**src/rtl/seq_detector_param_if.sv**
```systemverilog
// Serial pattern detector bus: bit stream, pattern load,
// counter clear and detection results.
interface seq_detector_param_if #(
  parameter int WIDTH   = 2,
  parameter int COUNT_W = 8
);
  logic               in_valid;
  logic               in_bit;
  logic               pat_load;
  logic [WIDTH-1:0]   pat_in;
  logic               count_clr;
  logic               detected;
  logic [COUNT_W-1:0] match_count;
  logic [WIDTH-1:0]   pattern;

  modport master (
    output in_valid, in_bit, pat_load, pat_in, count_clr,
    input  detected, match_count, pattern
  );

  modport slave (
    input  in_valid, in_bit, pat_load, pat_in, count_clr,
    output detected, match_count, pattern
  );
endinterface

```
**src/rtl/seq_detector_param.sv**
```systemverilog
// Serial bit-pattern detector with loadable pattern,
// overlap/non-overlap mode and saturating match counter.
module seq_detector_param #(
  parameter int               WIDTH           = 2,
  parameter logic [WIDTH-1:0] DEFAULT_PATTERN = WIDTH'(2'b11),
  parameter bit               OVERLAP         = 1'b1,
  parameter int               COUNT_W         = 8
) (
  input logic                 clk,
  input logic                 reset,
  seq_detector_param_if.slave bus
);
  localparam int FW = $clog2(WIDTH + 1);
  localparam logic [FW-1:0] FULL = FW'(WIDTH);
  localparam logic [FW-1:0] LAST = FW'(WIDTH - 1);

  // Oldest history bit never reaches the comparator, so only
  // the newest WIDTH-1 bits are kept.
  logic [WIDTH-2:0]   history;
  logic [FW-1:0]      fill;
  logic [WIDTH-1:0]   pattern_q;
  logic [COUNT_W-1:0] count_q;
  logic               detected_q;

  logic [WIDTH-1:0] window;
  logic             consume;
  logic             hit;

  always_comb begin
    window  = {history, bus.in_bit};
    consume = bus.in_valid && !bus.pat_load;
    hit     = consume && (fill >= LAST) && (window == pattern_q);
  end

  always_ff @(posedge clk) begin
    if (reset) begin
      history    <= '0;
      fill       <= '0;
      pattern_q  <= DEFAULT_PATTERN;
      count_q    <= '0;
      detected_q <= 1'b0;
    end else begin
      detected_q <= hit;
      if (bus.pat_load) begin
        pattern_q <= bus.pat_in;
        fill      <= '0;
      end else if (consume) begin
        history <= window[WIDTH-2:0];
        if (hit && !OVERLAP)
          fill <= '0;
        else if (fill != FULL)
          fill <= fill + FW'(1);
      end
      if (bus.count_clr)
        count_q <= '0;
      else if (hit && count_q != '1)
        count_q <= count_q + COUNT_W'(1);
    end
  end

  assign bus.detected    = detected_q;
  assign bus.match_count = count_q;
  assign bus.pattern     = pattern_q;
endmodule

```
**src/flat_wrapper.sv**
```systemverilog
// flat-port wrapper written by rule: the top's interface ports become plain ports
module seq_detector_param_flat 
#(
  parameter int               WIDTH           = 2,
  parameter logic [WIDTH-1:0] DEFAULT_PATTERN = WIDTH'(2'b11),
  parameter bit               OVERLAP         = 1'b1,
  parameter int               COUNT_W         = 8
)
  (clk, reset, bus_in_valid, bus_in_bit, bus_pat_load, bus_pat_in, bus_count_clr, bus_detected, bus_match_count, bus_pattern);
  seq_detector_param_if #(.WIDTH(WIDTH), .COUNT_W(COUNT_W)) bus_i ();
  input logic clk;
  input logic reset;
  input wire logic [$bits(bus_i.in_valid)-1:0] bus_in_valid;
  input wire logic [$bits(bus_i.in_bit)-1:0] bus_in_bit;
  input wire logic [$bits(bus_i.pat_load)-1:0] bus_pat_load;
  input wire logic [$bits(bus_i.pat_in)-1:0] bus_pat_in;
  input wire logic [$bits(bus_i.count_clr)-1:0] bus_count_clr;
  output wire logic [$bits(bus_i.detected)-1:0] bus_detected;
  output wire logic [$bits(bus_i.match_count)-1:0] bus_match_count;
  output wire logic [$bits(bus_i.pattern)-1:0] bus_pattern;
  assign bus_i.in_valid = bus_in_valid;
  assign bus_i.in_bit = bus_in_bit;
  assign bus_i.pat_load = bus_pat_load;
  assign bus_i.pat_in = bus_pat_in;
  assign bus_i.count_clr = bus_count_clr;
  assign bus_detected = bus_i.detected;
  assign bus_match_count = bus_i.match_count;
  assign bus_pattern = bus_i.pattern;
  seq_detector_param #(.WIDTH(WIDTH), .DEFAULT_PATTERN(DEFAULT_PATTERN), .OVERLAP(OVERLAP), .COUNT_W(COUNT_W)) u_core (.clk(clk), .reset(reset), .bus(bus_i));
endmodule
```
**config.mk**
```make
export PLATFORM = sky130hd
export DESIGN_NAME = seq_detector_param_flat
export DESIGN_NICKNAME = d
export VERILOG_FILES = /design/src/rtl/seq_detector_param_if.sv /design/src/rtl/seq_detector_param.sv /design/src/flat_wrapper.sv
export SDC_FILE = /design/constraint.sdc
export NUM_CORES = 1
export LEC_CHECK = 0
export ABC_CLOCK_PERIOD_IN_PS = 2740
export CAP_MARGIN = 20
export CORE_AREA = 3 3 48 50
export CTS_BUF_LIST = sky130_fd_sc_hd__clkbuf_2 sky130_fd_sc_hd__clkbuf_4 sky130_fd_sc_hd__clkbuf_8
export CTS_CLUSTER_SIZE = 12
export DETAILED_ROUTE_END_ITERATION = 10
export DIE_AREA = 0 0 51 53
export GPL_ROUTABILITY_DRIVEN = 0
export PLACE_DENSITY_LB_ADDON = 0.12
export SLEW_MARGIN = 15
export SYNTH_ARGS = -nofsm -noshare
export SYNTH_HDL_FRONTEND = slang
export SYNTH_SLANG_ARGS = --single-unit
```
**constraint.sdc**
```tcl
create_clock -name clk -period 2.74 [get_ports clk]
set_input_delay 0.548 -clock clk [delete_from_list [all_inputs] [get_ports clk]]
set_output_delay 0.548 -clock clk [all_outputs]
set_load 0.02 [all_outputs]
```
==> impl_metrics.ini <==
[run_status]
status = finished clean

[synthesis]
synth_cell_types = 33
yosysTopAreaCellShare_pct = 36.8
synth_cells = 79
yosysSeqAreaShare_pct = 36.8
synthTopCellsByArea = dfxtp_1, ha_1, a21oi_1, xnor2_2, and2b_2
syn_area_per_cell_um2 = 9.65
yosys_warnings = 0
syn-num-nets = 90
synth.cell_area_um2 = 762
yosysTopAreaCell = dfxtp_1
ys_ff_latch = 14
synth_edf_count = 0
ys.flop_type = dfxtp_1
yosysMostFrequentCell = dfxtp_1
async_flop_share_pct = 0
synth.top_cells.by_count = dfxtp_1, a21oi_1, nor2_1

[worst_setup_path]
worst_setup_path_end_kind = flop
cp-start-kind = primary input
cp.arrival_ns = 2.25
crit_fanout = 12
crit_required_ns = 2.91
worstSetupPathType = primary input to flop

[timing]
grt_setup_unrepaired = no
period_share_pct = 76.0
setup_violations = 0
worstMarginPinSlew_ns = 0.344
final_hold_viol_count = 0
slew_headroom_pct = 76.9
maxSlewViolCount = 0
period_minus_slack_ns = 2.08
finClkSkew_ns = 0.00230
max_freq_mhz = 480
setup-tns-final_ns = 0

[floorplanning]
ios = 19
fp.dieH_um = 53
initial_utilization_pct = 39.2
die_width_um = 51
die_area_um2 = 2700
core_area_um2 = 1940
row_count = 16

[drt]
first_pass_iters = 2
drt-met1-wl_um = 683
drcViolationCount = 0
post_drt_wl_per_cell_um = 11.5
routed_wl_um = 1430
detail_route.vias_per_cell = 4.98
top_layer = met4
route.met3.wl_um = 62
vias = 623
ant_nets = 0
drt_iter0_markers = 6
wl_met2_um = 648

[run]
maxCapViolations = 0

[power_and_ir_drop]
power.share.clock_pct = 31.0
power.switching_uw = 84.6
power_density_nw_per_um2 = 378
combPwrFrac_pct = 11.7
p_leak_uw = 0.000324
seqPwrFrac_pct = 57.3
switching_share_pct = 23.0
irDropWorstVdd_mv = 0.303
p_int_uw = 284

[clock_tree]
cts_max_level = 1
clk_latency_ns = 0.28
cts.sinks = 14
clock_path_buffers = 2
root_buffer = clkbuf_4
cts_buffers = 3
holdBufCountCts = 0
post-cts-setup-buffer-count = 0
cts.clk_slew.worst_paths_ns = 0.08
cts.repair.resized = 0
cts_tree = built

[global_route]
grt_max_degree = 13
grt_usage_pct = 12.7
grt-ovfl-total = 0
grt_pass1_wl_um = 2490
first_global_vias = 607
grt_antenna_before_repair = 0

[final_layout]
antenna_cells = 0
drive_above_1_share_pct = 17.3
final_area_um2 = 973
syn_to_final_growth_pct = 27.8
nets = 111
nFillCells = 190

[placed_design]
port_buffers = 18
post-dp-hpwl_um = 1080
place_area_um2 = 951

[min_path]
hold_class = flop to flop
==> layout make-up <==
type | instances | area (um2) | share of cell area [%]
Inverter | 4 | 15.0 | 1.54
Timing Repair Buffer | 18 | 180 | 18.5
Clock buffer | 3 | 22.5 | 2.31
Multi-Input combinational cell | 59 | 442 | 45.4
Sequential cell | 14 | 280 | 28.8
Tap cell | 27 | 33.8 | 3.47
==> critical path, stage by stage <==
cell	delay (ns)
clkdlybuf4s50_1	0.52
nor3b_2	0.27
nand3_2	0.25
nor4_4	0.34
mux2_1	0.33
==> state kept, by name, summed over array words and instances, names as in the netlist <==
signal                  cells
u_core.bus.match_count      8
u_core.fill                 2
u_core.bus.pattern          2
u_core.bus.detected         1
u_core.history              1
==> worst paths after layout <==
check	startpoint	slack (ns)	cells past startpoint	to
hold / removal	u_core.bus.match_count[4]	0.54	2	u_core.bus.match_count[4]
setup reg to reg	u_core.fill[0]	0.90	6	u_core.bus.match_count[5]
setup / recovery	bus_pat_load	0.66	5	u_core.bus.match_count[5]
hold reg to reg	u_core.bus.match_count[4]	0.54	2	u_core.bus.match_count[4]
==> placed cells by master (no fill, tap or decap), types with 2 or more instances in the layout <==
master,n
a211o_2,2
a21oi_1,7
and2b_2,3
and4_1,2
clkbuf_4,3
clkdlybuf4s50_1,18
dfxtp_1,14
ha_1,3
inv_1,4
nand2_1,2
nand3_1,4
nor2_1,5
nor3_1,4
nor4_1,2
o21ai_0,2
o21ai_1,2
o31ai_1,2
or3_1,2
or4_1,2
xnor2_2,2
==> metrics by stage <==
step | utilization (%) | cells | hold slack (ns) | power (uW) | setup WS [ns]
6_report | 50.1 | 125 | 0.539 | 368 | 0.658
3_3_place_gp | 49.0 | 122 | 0.523 | 259 | 0.381
2_1_floorplan | - | 79 | 0.514 | 241 | 1.04
4_1_cts | 50.1 | 125 | 0.542 | 376 | 0.652
5_1_grt | 50.1 | 125 | 0.577 | 386 | 0.504
3_5_place_dp | 49.0 | 122 | 0.528 | 260 | 0.349
==> logic make-up after synthesis <==
kind of cell	share of synthesized area, %
AOI/OAI and AO/OA	12.6
muxes	2.79
and+or+nand+nor	32.2
adders and majority gates	4.93
DFF	36.8
xor gates and xnor gates	5.42
buffers and inverters	5.25
==> per-layer routing <==
| layer | vias to the layer above | track usage [%] |
|---|---|---|
| met1 | 274 | 15.3 |
| met5 | - | 0 |
| li1 | 331 | - |
| met3 | 4 | 2.54 |
| met4 | 0 | 10.8 |
| met2 | 14 | 19.3 |
==> power groups by stage <==
stage          registers (uW)  clock network [uW]  logic (uW)
6_report                  211                 114        43.3
5_1_grt                   212                 126        48.2
4_1_cts                   211                 120        44.1
3_3_place_gp              216                   0        43.5
2_1_floorplan             218                   0        22.7
3_5_place_dp              216                   0        43.8
No activity file was read; power rests on OpenSTA's default activity.
